### src/rtl/sipo_rx_word_controller_pkg.sv
// sipo_rx_word_controller_pkg: shared state encoding and default word width for the SIPO receiver
package sipo_rx_word_controller_pkg;
    typedef enum logic {IDLE = 1'b0, SHIFT = 1'b1} state_t;
    localparam int DEFAULT_WORD_WIDTH = 16;
endpackage

### src/rtl/sipo_rx_shift_stage.sv
// sipo_rx_shift_stage: serial-in shift register with synchronous clear and selectable shift direction
module sipo_rx_shift_stage
    import sipo_rx_word_controller_pkg::*;
#(
    parameter int WORD_WIDTH = DEFAULT_WORD_WIDTH,
    parameter bit MSB_FIRST  = 1'b1
) (
    input  logic                  Clk_In,
    input  logic                  Reset_N_In,
    input  logic                  Shift_En_In,
    input  logic                  Serial_Data_In,
    input  logic                  Clear_In,
    output logic [WORD_WIDTH-1:0] Word_Out
);
    logic [WORD_WIDTH-1:0] base;
    logic [WORD_WIDTH-1:0] word_next;

    // Clear applies before the shift so a same-cycle bit starts a fresh word
    always_comb begin
        base      = Clear_In ? '0 : Word_Out;
        word_next = !Shift_En_In ? base :
                    MSB_FIRST ? {base[WORD_WIDTH-2:0], Serial_Data_In} :
                                {Serial_Data_In, base[WORD_WIDTH-1:1]};
    end

    always_ff @(posedge Clk_In or negedge Reset_N_In) begin
        if (!Reset_N_In) Word_Out <= '0;
        else Word_Out <= word_next;
    end
endmodule

### src/rtl/sipo_rx_word_controller.sv
// sipo_rx_word_controller: framed serial receiver with word holding register, valid/ready output and error status
module sipo_rx_word_controller
    import sipo_rx_word_controller_pkg::*;
#(
    parameter int WORD_WIDTH = DEFAULT_WORD_WIDTH,
    parameter bit MSB_FIRST  = 1'b1,
    parameter bit CONTINUOUS = 1'b0,
    parameter int CNT_WIDTH  = $clog2(WORD_WIDTH + 1)
) (
    input  logic                  Clk_In,
    input  logic                  Reset_N_In,
    input  logic                  Enable_In,
    input  logic                  Start_In,
    input  logic                  Serial_Valid_In,
    input  logic                  Serial_Data_In,
    output logic [WORD_WIDTH-1:0] Word_Data_Out,
    output logic                  Word_Valid_Out,
    input  logic                  Word_Ready_In,
    output logic                  Busy_Out,
    output logic [CNT_WIDTH-1:0]  Bit_Count_Out,
    output logic                  Overrun_Out,
    output logic                  Frame_Error_Out,
    input  logic                  Clear_Status_In
);
    state_t                state, state_next;
    logic [CNT_WIDTH-1:0]  cnt, cnt_inc, cnt_next;
    logic [WORD_WIDTH-1:0] sr, full_word;
    logic                  start_ev, take_bit, done, clear_sr, fe_next, load, drop;

    sipo_rx_shift_stage #(
        .WORD_WIDTH(WORD_WIDTH),
        .MSB_FIRST (MSB_FIRST)
    ) u_shift (
        .Clk_In        (Clk_In),
        .Reset_N_In    (Reset_N_In),
        .Shift_En_In   (take_bit),
        .Serial_Data_In(Serial_Data_In),
        .Clear_In      (clear_sr),
        .Word_Out      (sr)
    );

    always_comb begin
        start_ev   = Enable_In & Start_In;
        take_bit   = Enable_In & Serial_Valid_In & ((state == SHIFT) | Start_In);
        cnt_inc    = (start_ev ? '0 : cnt) + CNT_WIDTH'(take_bit);
        done       = take_bit & (cnt_inc == CNT_WIDTH'(WORD_WIDTH));
        state_next = !Enable_In ? IDLE :
                     done ? (CONTINUOUS ? SHIFT : IDLE) :
                     ((state == SHIFT) | Start_In) ? SHIFT : IDLE;
        cnt_next   = (!Enable_In | done) ? '0 : cnt_inc;
        clear_sr   = !Enable_In | start_ev;
        fe_next    = start_ev & (state == SHIFT) & (cnt != '0);
        // Completion never coincides with a restart (width >= 2), so the last bit always extends sr
        full_word  = MSB_FIRST ? {sr[WORD_WIDTH-2:0], Serial_Data_In} :
                                 {Serial_Data_In, sr[WORD_WIDTH-1:1]};
        load       = done & (!Word_Valid_Out | Word_Ready_In);
        drop       = done & Word_Valid_Out & !Word_Ready_In;
    end

    always_ff @(posedge Clk_In or negedge Reset_N_In) begin
        if (!Reset_N_In) begin
            state           <= IDLE;
            cnt             <= '0;
            Word_Data_Out   <= '0;
            Word_Valid_Out  <= 1'b0;
            Overrun_Out     <= 1'b0;
            Frame_Error_Out <= 1'b0;
        end else begin
            state           <= state_next;
            cnt             <= cnt_next;
            Frame_Error_Out <= fe_next;
            if (load) Word_Data_Out <= full_word;
            Word_Valid_Out  <= load | (Word_Valid_Out & !Word_Ready_In);
            Overrun_Out     <= drop | (Overrun_Out & !Clear_Status_In);
        end
    end

    assign Busy_Out      = (state == SHIFT);
    assign Bit_Count_Out = cnt;
endmodule

### config.mk
export PLATFORM = sky130hd
export DESIGN_NAME = sipo_rx_word_controller
export DESIGN_NICKNAME = d
export VERILOG_FILES = /design/src/rtl/sipo_rx_word_controller_pkg.sv /design/src/rtl/sipo_rx_shift_stage.sv /design/src/rtl/sipo_rx_word_controller.sv
export SDC_FILE = /design/constraint.sdc
export NUM_CORES = 1
export LEC_CHECK = 0
export CAP_MARGIN = 20
export CELL_PAD_IN_SITES_DETAIL_PLACEMENT = 0
export CELL_PAD_IN_SITES_GLOBAL_PLACEMENT = 1
export CORE_MARGIN = 2
export CORE_UTILIZATION = 40
export CTS_CLUSTER_SIZE = 16
export DETAILED_ROUTE_END_ITERATION = 7
export GPL_TIMING_DRIVEN = 1
export HOLD_SLACK_MARGIN = 0.02
export PLACE_DENSITY = 0.76
export SLEW_MARGIN = 30
export SYNTH_ARGS = -nofsm -noshare
export SYNTH_HDL_FRONTEND = slang
export SYNTH_SLANG_ARGS = --single-unit
### constraint.sdc
create_clock -name Clk_In -period 3.6 [get_ports Clk_In]
set_input_delay 0.72 -clock Clk_In [delete_from_list [all_inputs] [get_ports Clk_In]]
set_output_delay 0.72 -clock Clk_In [all_outputs]
set_load 0.1 [all_outputs]
==> Flow_metrics.wiki, run 1 <==
{| class="wikitable"
! Metric !! Value
|-
| Outcome || finished clean
|-
| Number of global-route vias before repair || between 1000 and 1500
|-
| Combinational power share || 6.2%
|-
| Highest clock frequency the design can meet || 315 MHz
|-
| Filler cell count || approximately 340
|-
| Critical Path End Type || flop
|-
| Worst Hold End || Word_Data_Out[0]
|-
| Worst Hold Slack || around 0.51 ns
|-
| Cts repair resizes || 0
|-
| RD Place Congestion || 0.773
|-
| Full die area || 4800 sq um
|-
| Yosys warning total || 0
|-
| Length of the first detailed-routing pass in iterations || 4
|-
| Share of post-route cells with drive strength above 1 || about a fifth
|-
| Hold bufs inserted after CTS || 0
|-
| Max Root-Sink Buffers || 2
|-
| Switching power as a share of total power || 21.3%
|-
| Remaining global-route overflow || 0
|-
| Maximum cell stage delay along the critical path || ~0.51 ns
|-
| Average instance area after synthesis || 12.1 sq um
|-
| Highest ir drop seen on vdd || between 200 and 250 uV
|-
| Minimum clock period after layout || 3.18 ns
|-
| Final Hold Vio Count || 0
|-
| Clock share of power || a little over two fifths
|-
| Cell-internal power || between 700 and 800 uW
|-
| Number of nets in the synthesized netlist || 151
|-
| Power share of the sequential group || around half
|-
| Number of vias after detailed routing || between 1000 and 1500
|-
| Clk_lat worst skew || 0.29 ns
|-
| Post-route fraction of the period consumed by the critical path || 88.2%
|-
| Count of buffer and inverter cells on the critical path || 3
|-
| Cell area after synthesis || 1700 sq um
|-
| Worst flop-to-flop path startpoint || Busy_Out
|-
| Class of the most critical setup path || primary input to flop
|-
| Area growth from synthesis to layout || 30.0%
|-
| HPWL after detailed placement || 2.25 mm
|-
| Crit path max fanout || 10
|-
| Worst hold start || Word_Data_Out[0]
|-
| Core box area || 4060 sq um
|-
| Critical path cell sequence || clkdlybuf4s50_1 -> buf_4 -> a21boi_0 -> ha_1 -> ha_1 -> a211oi_1 -> nand3_2 -> nor4b_4 -> buf_4 -> mux2_4
|-
| Area taken by multi-input logic gates || about 650 sq um
|-
| Number of max-cap violations || 0
|-
| Count of state elements after synthesis || 40
|-
| Data arrival time of the critical path || 3.35 ns
|-
| Destination of the worst register-to-register timing path || Word_Data_Out[8]
|-
| Power, Total || ~910 uW
|-
| Number of antenna diodes || 0
|-
| Crit path max-delay family || buffers and inverters
|-
| CTS clk-pin slew, worst paths || 0.07 ns
|-
| FF-to-FF setup slack || 0.99 ns
|-
| Share of synthesized flip-flops with an asynchronous set or reset || 100%
|-
| Fin. max-slew vios || 0
|-
| Number of buffer cells added on primary ports || 32
|-
| Max Clock Skew || 0.00469 ns
|-
| WHS Path Cells || 1
|-
| Post-synthesis cell type count || 28
|-
| Register-to-Register Path Depth || 9
|-
| Placed cells || 223
|-
| Setup tns final || 0 ns
|-
| I/O pin cnt || 33
|-
| Initial detailed-routing violation count || 59
|-
| Clock Sinks || 40
|-
| TritonCTS Buffers || 5
|-
| Final design instance area without fill || 2220 sq um
|-
| Synthesized netlist cell count || about 140
|-
| Die X-Extent || 69.3 microns
|-
| Placed Instance Area || 2090 sq um
|-
| Slowest cell on the critical path || sky130_fd_sc_hd__clkdlybuf4s50_1
|-
| DRC violation count after routing || 0
|-
| Max-slew headroom at the worst pin || 34.9%
|-
| Transition time of the tightest slew-check pin || 0.974 ns
|-
| Die Y || 69.3 microns
|-
| Detailed-route vias per instance || 4.89
|-
| Htree depth || 2
|-
| WL/cell || 13.9 microns
|-
| Number of nets in the final layout || 190
|-
| Launching element type of the critical path || primary input
|-
| Net Sw Power || 193 uW
|-
| Count of flip-flops with a built-in enable after synthesis || 0
|-
| Global-route wire length before repair || 5.52 mm
|-
| Sequential-to-total area share from yosys stat || 58.7%
|-
| Number of failing setup endpoints in the final timing report || 0
|-
| Min-Delay Path Class || flop to flop
|-
| Number of nets with antenna violations after routing || 0
|-
| Main synth FF type || sky130_fd_sc_hd__dfrtp_1
|-
| CTS tree || built
|-
| Static Leakage || 0.965 nW
|-
| Sequential cell area || 1000 sq um
|-
| Root Buffer || sky130_fd_sc_hd__clkbuf_8
|-
| Commonest cells after routing, fill and taps aside || sky130_fd_sc_hd__dfrtp_1 (40), sky130_fd_sc_hd__clkdlybuf4s50_1 (31), sky130_fd_sc_hd__nand2_1 (30), sky130_fd_sc_hd__a21oi_1 (15), sky130_fd_sc_hd__mux2_4 (10)
|-
| Power density over the cells || slightly above 400 nW/um^2
|-
| Req. time, crit path || 3.78 ns
|-
| Global Route Usage Sum || 14.8%
|-
| Most common library cell in the layout ignoring fill and taps || sky130_fd_sc_hd__dfrtp_1
|-
| Post-CTS Setup Inserts || 0
|-
| Finished Layout Cells || between 200 and 250
|-
| Largest net degree at the start of global routing || 41
|-
| Setup repair after global routing missed its margin || false
|-
| Std-Cell Rows || 23
|-
| Routed Wire Length || 3.20 mm
|-
| Initial Utilization || 42.0%
|-
| Initial antenna violation count || 0
|}
-- area by class of cell --
type                       count  area share, %
multi-input combinational     92           29.3
inverter                       3          0.734
timing repair buffer          38           16.3
tap                           50           2.82
clock inverter                 1           1.36
clock buffer                   7           4.35
sequential                    40           45.2
-- metal layers --
metal / GRT usage [%] / part of all wire [%] / vias to the layer above / wire length, microns
met5: 0 / 0 / - / 0
met4: 9.15 / 2.8 / 0 / 89
met3: 3.20 / 3.3 / 8 / 106
met2: 24.1 / 49 / 21 / 1570
met1: 17.8 / 45 / 549 / 1430
li1: - / - / 551 / -
-- power by group through the flow --
| stage | logic [mW] | registers (mW) | clock network (mW) |
|---|---|---|---|
| 6_report | 0.0561 | 0.454 | 0.396 |
| 5_1_grt | 0.0613 | 0.454 | 0.417 |
| 4_1_cts | 0.0575 | 0.454 | 0.409 |
| 3_5_place_dp | 0.0573 | 0.463 | 0 |
| 3_3_place_gp | 0.0564 | 0.463 | 0 |
| 2_1_floorplan | 0.0170 | 0.475 | 0 |
-- state kept, by name, indices dropped and copies added (netlist names) --
name / count
Word_Data_Out: 16
Overrun_Out: 1
u_shift.Word_Out: 15
Busy_Out: 1
Word_Valid_Out: 1
Frame_Error_Out: 1
Bit_Count_Out: 5
-- worst max-delay path by stage --
stage,startpoint,end,slack (ns),cells past startpoint
floorplan,Busy_Out,Word_Data_Out[10],0.14,10
global placement,Start_In,Word_Data_Out[6],0.20,10
detailed placement,Start_In,Word_Data_Out[8],0.11,10
CTS,Start_In,Word_Data_Out[8],0.41,10
global route,Start_In,Word_Data_Out[8],0.27,10
finish,Start_In,Word_Data_Out[8],0.42,10
-- synthesized netlist by cell type (all sizes together), types with 2 or more instances --
cell type  count  area [sq um]
dfrtp         40          1000
mux2          16           218
clkbuf         4          15.0
nor3           3          15.0
nand2b         3          18.8
a21oi         15          75.1
ha             2          25.0
nand2         30           113
nor2           2          7.51
buf            2          22.5
a21boi         2          15.0
and2           3          18.8
xnor2          3          26.3
nand3          4          25.0
inv            2          7.51
-- logic make-up (layout without fill, tap and decap cells) --
kind of cell	count (synthesis)	in the layout	synth area share (%)
multiplexers	16	16	12.8
AO/OA/AOI/OAI	22	22	8.08
buffers and inverters	9	49	3.16
AND/OR/NAND/NOR	48	48	13.7
adder cells (fa/ha/maj)	2	2	1.47
flip-flops	40	40	58.7
XOR/XNOR	4	4	2.06
-- metrics by stage --
step	worst slack [ns]	utilization (%)
floorplan	0.140	-
finish	0.423	54.6
CTS	0.411	54.6
global route	0.267	54.6
detailed placement	0.112	51.5
global placement	0.205	51.5
(Power assumes the default switching activity.)
==> inputs of run 2 (changes only) <==
- clock period: 3.6 -> 3.4 ns (I/O delays scaled with it)
==> run 2 against run 1 <==
Effect of this change:
- worst setup slack lost 0.13 ns
- non-clock buffer count grew 1
- clock skew shrank 0.0018 ns
- sequential power grew 5.9%
- power shrank 6.1%
- combinational power grew 6.1%
- largest power group unchanged
- utilization shrank 1.4 points
- hold slack lost 0.15 ns
- wire length grew 0.56%
==> Flow_metrics.wiki, run 2 (synthesis results as in run 1) <==
{| class="wikitable"
! Metric !! Value
|-
| Placed cells || 224 (+0.45%)
|-
| Remaining global-route overflow || 0 (unchanged)
|-
| Initial detailed-routing violation count || 49 (-17%)
|-
| Finished Layout Cells || 232 (+0.43%)
|-
| Slowest cell on the critical path || sky130_fd_sc_hd__clkdlybuf4s50_1
|-
| Fin. max-slew vios || 0 (unchanged)
|-
| Highest ir drop seen on vdd || 233 uV (+7.0%)
|-
| Number of vias after detailed routing || 1142 (+1.2%)
|-
| Min-Delay Path Class || primary input to asynchronous set/reset pin
|-
| WL/cell || 13.9 microns (+0.13%)
|-
| Maximum cell stage delay along the critical path || 0.51 ns (about the same)
|-
| Outcome || finished clean
|-
| Detailed-route vias per instance || 4.92 (+0.72%)
|-
| Cts repair resizes || 0 (unchanged)
|-
| Clk_lat worst skew || 0.28 ns (about the same)
|-
| Number of global-route vias before repair || 1199 (+2.7%)
|-
| Global Route Usage Sum || 14.5% (-0.25 points)
|-
| Number of nets in the final layout || 191 (+0.53%)
|-
| Number of failing setup endpoints in the final timing report || 0 (unchanged)
|-
| Top cell by count, worst path || sky130_fd_sc_hd__ha_1
|-
| Critical path cell sequence || clkdlybuf4s50_1 -> o211ai_4 -> clkinv_4 -> ha_1 -> ha_1 -> a211oi_1 -> nand3_2 -> nor4b_4 -> buf_12 -> mux2_2
|-
| Post-route fraction of the period consumed by the critical path || 91.5%
|-
| Register with the most flip-flops || Word_Data_Out
|-
| Std-Cell Rows || 23 (unchanged)
|-
| Req. time, crit path || 3.56 ns (-0.22 ns)
|-
| Die Y || 69.3 microns (unchanged)
|-
| Max Root-Sink Buffers || 2 (unchanged)
|-
| Number of antenna diodes || 0 (unchanged)
|-
| Final Hold Vio Count || 0 (unchanged)
|-
| RD Place Congestion || 0.770 (-0.36%)
|-
| Critical Path End Type || flop
|-
| Hold bufs inserted after CTS || 0 (unchanged)
|-
| Root Buffer || sky130_fd_sc_hd__clkbuf_8
|-
| Sequential cell area || 1000 sq um (+0.12%)
|-
| Number of nets with antenna violations after routing || 0 (unchanged)
|-
| Class of the most critical setup path || primary input to flop
|-
| Filler cell count || 331 (-2.4%)
|-
| Routed Wire Length || 3.22 mm (+0.56%)
|-
| HPWL after detailed placement || 2.20 mm (-2.1%)
|-
| Max Clock Skew || 0.00284 ns (-0.00185 ns)
|-
| Initial Utilization || 42.0% (unchanged)
|-
| Highest clock frequency the design can meet || 322 MHz
|-
| Clock Sinks || 40 (unchanged)
|-
| TritonCTS Buffers || 5 (unchanged)
|-
| Launching element type of the critical path || primary input
|-
| Largest net degree at the start of global routing || 41 (unchanged)
|-
| Htree depth || 2 (unchanged)
|-
| Full die area || 4800 sq um (unchanged)
|-
| Crit path max fanout || 13 (+3)
|-
| Commonest cells after routing, fill and taps aside || sky130_fd_sc_hd__dfrtp_1 (39), sky130_fd_sc_hd__nand2_1 (30), sky130_fd_sc_hd__buf_4 (24), sky130_fd_sc_hd__a21oi_1 (15), sky130_fd_sc_hd__clkdlybuf4s50_1 (14)
|-
| Post-CTS Setup Inserts || 0 (unchanged)
|-
| Static Leakage || 0.987 nW (+2.2%)
|-
| Die X-Extent || 69.3 microns (unchanged)
|-
| Length of the first detailed-routing pass in iterations || 4 (unchanged)
|-
| Transition time of the tightest slew-check pin || 0.962 ns (-0.0113 ns)
|-
| CTS clk-pin slew, worst paths || 0.07 ns (about the same)
|-
| Max-slew headroom at the worst pin || 35.7% (+0.76 points)
|-
| Minimum clock period after layout || 3.11 ns
|-
| Area growth from synthesis to layout || 26.8%
|-
| Number of max-cap violations || 0 (unchanged)
|-
| Largest register FFs || 16 (unchanged)
|-
| Number of buffer cells added on primary ports || 32 (unchanged)
|-
| Setup repair after global routing missed its margin || false
|-
| Most common library cell in the layout ignoring fill and taps || sky130_fd_sc_hd__dfrtp_1
|-
| CTS tree || built
|-
| Data arrival time of the critical path || 3.27 ns (-0.08 ns)
|-
| Area taken by multi-input logic gates || 649 sq um (unchanged)
|-
| Initial antenna violation count || 0 (unchanged)
|-
| Power density over the cells || 394 nW/um^2 (-3.7%)
|-
| I/O pin cnt || 33 (unchanged)
|-
| DRC violation count after routing || 0 (unchanged)
|-
| Core box area || 4060 sq um (unchanged)
|-
| FF-to-FF setup slack || 0.81 ns (-0.18 ns)
|-
| Global-route wire length before repair || 5.64 mm (+2.2%)
|-
| Share of post-route cells with drive strength above 1 || 28.6% (+9.2 points)
|-
| Setup tns final || 0 ns (unchanged)
|}
run 2: worst max-delay path: cells and delay by family:
family,cells,cell delay [ns]
buffers and inverters,3,0.78
AOI/OAI and AO/OA,2,0.52
adders and majority gates,2,0.50
and+or+nand+nor,2,0.45
muxes,1,0.34
run 2: final cells by class:
class | count | area share (%)
Tap cell | 50 | 2.90
Inverter | 3 | 0.753
Timing Repair Buffer | 39 | 15.7
Sequential cell | 40 | 46.4
Clock buffer | 8 | 4.17
Multi-Input combinational cell | 92 | 30.1
run 2: worst paths after layout:
check | depth (start not counted) | to | from
setup / recovery | 10 | Word_Data_Out[13] | Start_In
hold / removal | 1 | Bit_Count_Out[2] | Reset_N_In
setup reg to reg | 9 | Word_Data_Out[13] | Busy_Out
hold reg to reg | 1 | Word_Data_Out[15] | Word_Data_Out[15]
max in group asynchronous | 1 | Busy_Out | Reset_N_In
min in group Clk_In | 1 | Word_Data_Out[15] | Word_Data_Out[15]
run 2: stage by stage:
stage	instance area [sq um]	hold WS [ns]	worst slack, ns	utilization (%)	power (mW)
3_5_place_dp	2070	0.500	-0.0153	51.0	0.550
6_report	2160	0.364	0.290	53.3	0.850
4_1_cts	2160	0.523	0.286	53.2	0.865
2_1_floorplan	1710	0.384	0.191	-	0.521
5_1_grt	2160	0.395	0.104	53.3	0.886
3_3_place_gp	2070	0.483	0.0429	51.0	0.550
run 2: power breakdown:
part | switching, mW | internal (mW) | total [mW]
clock network | 0.145 | 0.165 | 0.310
logic | 0.0420 | 0.0175 | 0.0595
registers | 0.00258 | 0.478 | 0.481
total | 0.189 | 0.661 | 0.850
run 2: per-layer routing:
metal  vias to the layer above  global-route usage, %  share of wire, %
met3                         2                   3.78               3.9
met5                         -                      0                 0
met1                       562                   19.4                48
met2                        23                   23.3                48
li1                        555                      -                 -
met4                         0                   4.58              0.53
==> RTL change, RTL diff (settings of run 1) <==
Reset style: synchronous (`Reset_N_In`), changed in 2 clocked blocks.
--- a/src/rtl/sipo_rx_shift_stage.sv
+++ b/src/rtl/sipo_rx_shift_stage.sv
@@ -24,5 +24,5 @@
     end
 
-    always_ff @(posedge Clk_In or negedge Reset_N_In) begin
+    always_ff @(posedge Clk_In) begin
         if (!Reset_N_In) Word_Out <= '0;
         else Word_Out <= word_next;
--- a/src/rtl/sipo_rx_word_controller.sv
+++ b/src/rtl/sipo_rx_word_controller.sv
@@ -58,5 +58,5 @@
     end
 
-    always_ff @(posedge Clk_In or negedge Reset_N_In) begin
+    always_ff @(posedge Clk_In) begin
         if (!Reset_N_In) begin
             state           <= IDLE;
Check against the original RTL: differs if Reset_N_In is asserted again (counterexample within 4 cycles, from zero or initial values and one cycle with Reset_N_In low); with Reset_N_In held inactive, the same outputs for 10 cycles.
==> RTL change against run 1 <==
Global-route usage is 2.4 points higher; hold slack worse by 0.053 ns; power is 3.2% lower; via count is 21% higher; worst setup slack worse by 0.015 ns; utilization hardly changed; wire length is 13% higher; synthesized area is 1.9% lower; sequential cell count stayed put; non-clock buffer count is 2 higher; final area is 1.5% lower; critical path type unchanged; highest routed layer unchanged.
==> RTL change: results (changes against run 1) <==
dp_cells: 272  # +22%
crit_family: "simple AND/OR/NAND/NOR gates"
layout-drive-gt1-share: 0.109  # -0.0847
cp.arrival_ns: 3.41  # +0.06 ns
max_stage_delay_ns: 0.58  # +0.07 ns
worstRegToRegCells: 11  # +2
syn_area_per_cell_sq_um: 8.71  # -28%
relSlewSlack: 0.351  # +0.00186
timing.hold.ws_ns: 0.461  # -0.0525 ns
skew_ns: 0.00319  # -0.00150 ns
synth.yosys.seq_area_share: 0.479  # -0.108
wl_met1_microns: 1710  # +19%
vdd.ir_drop.worst_v: 0.000289  # +33%
reg2reg_slack_ns: 0.94  # -0.05 ns
synthesis.nets: 202  # +34%
top_register: "Word_Data_Out"
hold_start: "Word_Data_Out[15]"
reg2reg_to: "Word_Data_Out[4]"
ys_async_sr_fraction: 0  # -1.00
grt_pass1_wl_microns: 6000  # +8.6%
synth_area_leaders: "dfxtp_1, nand2_1, mux2i_1"
grt_max_degree: 39  # -4.9%
pre_cts_slack_ns: 0.0952  # -0.0169 ns
cpMaxStageDelayCell: "or4bb_4"
hold_depth: 2  # +1
synth_common_cells: "nand2_1, dfxtp_1, a21oi_1, mux2i_1, clkbuf_1"
post_cts_buffers: 0  # unchanged
finalNetCount: 239  # +26%
outcome: "completed"
leakage_nw: 0.711  # -26%
gr-usage-all-layers: 0.172  # +0.0243
crit_fanout: 6  # -4
drt-initial-drc-count: 61  # +3.4%
r2r_start: "Busy_Out"
grt_pass1_vias: 1309  # +12%
totalWireLength_microns: 3630  # +13%
met3_length_microns: 139  # +31%
wl_per_cell_microns: 12.9  # -6.6%
dp_hpwl_microns: 2570  # +14%
gp_congestion: 0.794  # +2.8%
min_to: "Word_Data_Out[15]"
## RTL change: routing by layer
metal | global-route usage | vias to the layer above
li1 | - | 704
met4 | 0.0750 | 0
met3 | 0.0357 | 5
met1 | 0.226 | 634
met5 | 0 | -
met2 | 0.273 | 26
## RTL change: per-stage QoR
| step | utilization | cell area, sq um |
|---|---|---|
| after floorplan | - | 1670 |
| after global placement | 0.515 | 2060 |
| after detailed placement | 0.515 | 2060 |
| after CTS | 0.546 | 2180 |
| after global routing | 0.546 | 2180 |
| final | 0.546 | 2180 |
## RTL change: logic make-up after synthesis
group	share of synthesized area
AOI/OAI and AO/OA	0.0749
and+or+nand+nor	0.274
muxes	0.109
xor gates and xnor gates	0.0157
buffers and inverters	0.0322
adders and majority gates	0.0150
DFF	0.479
## RTL change: final cells by class
class	instances	area [sq um]
fill	386	1820
tap	50	62.6
clock buffer	6	82.6
timing repair buffer	40	380
sequential	40	802
clock inverter	2	38.8
multi-input combinational	142	817
## RTL change: where the power goes
part | leakage (nW) | total [W] | switching (W) | internal (W)
Sequential | 0.323 | 0.000444 | 0.00000134 | 0.000443
Clock | 0.0614 | 0.000386 | 0.000160 | 0.000227
Combinational | 0.327 | 0.0000462 | 0.0000295 | 0.0000167
Total | 0.711 | 0.000877 | 0.000190 | 0.000687
## RTL change: worst max-delay path by stage
| stage | from | to | slack, ns | cells after the start |
|---|---|---|---|---|
| after detailed placement | Start_In | Word_Data_Out[4] | 0.1 | 12 |
| after floorplan | Busy_Out | Word_Data_Out[0] | 0.20 | 13 |
| after global routing | Start_In | Word_Data_Out[11] | 0.30 | 12 |
| after global placement | Start_In | Word_Data_Out[7] | 0.18 | 12 |
| after CTS | Start_In | Word_Data_Out[4] | 0.40 | 12 |
| final | Start_In | Word_Data_Out[4] | 0.41 | 12 |
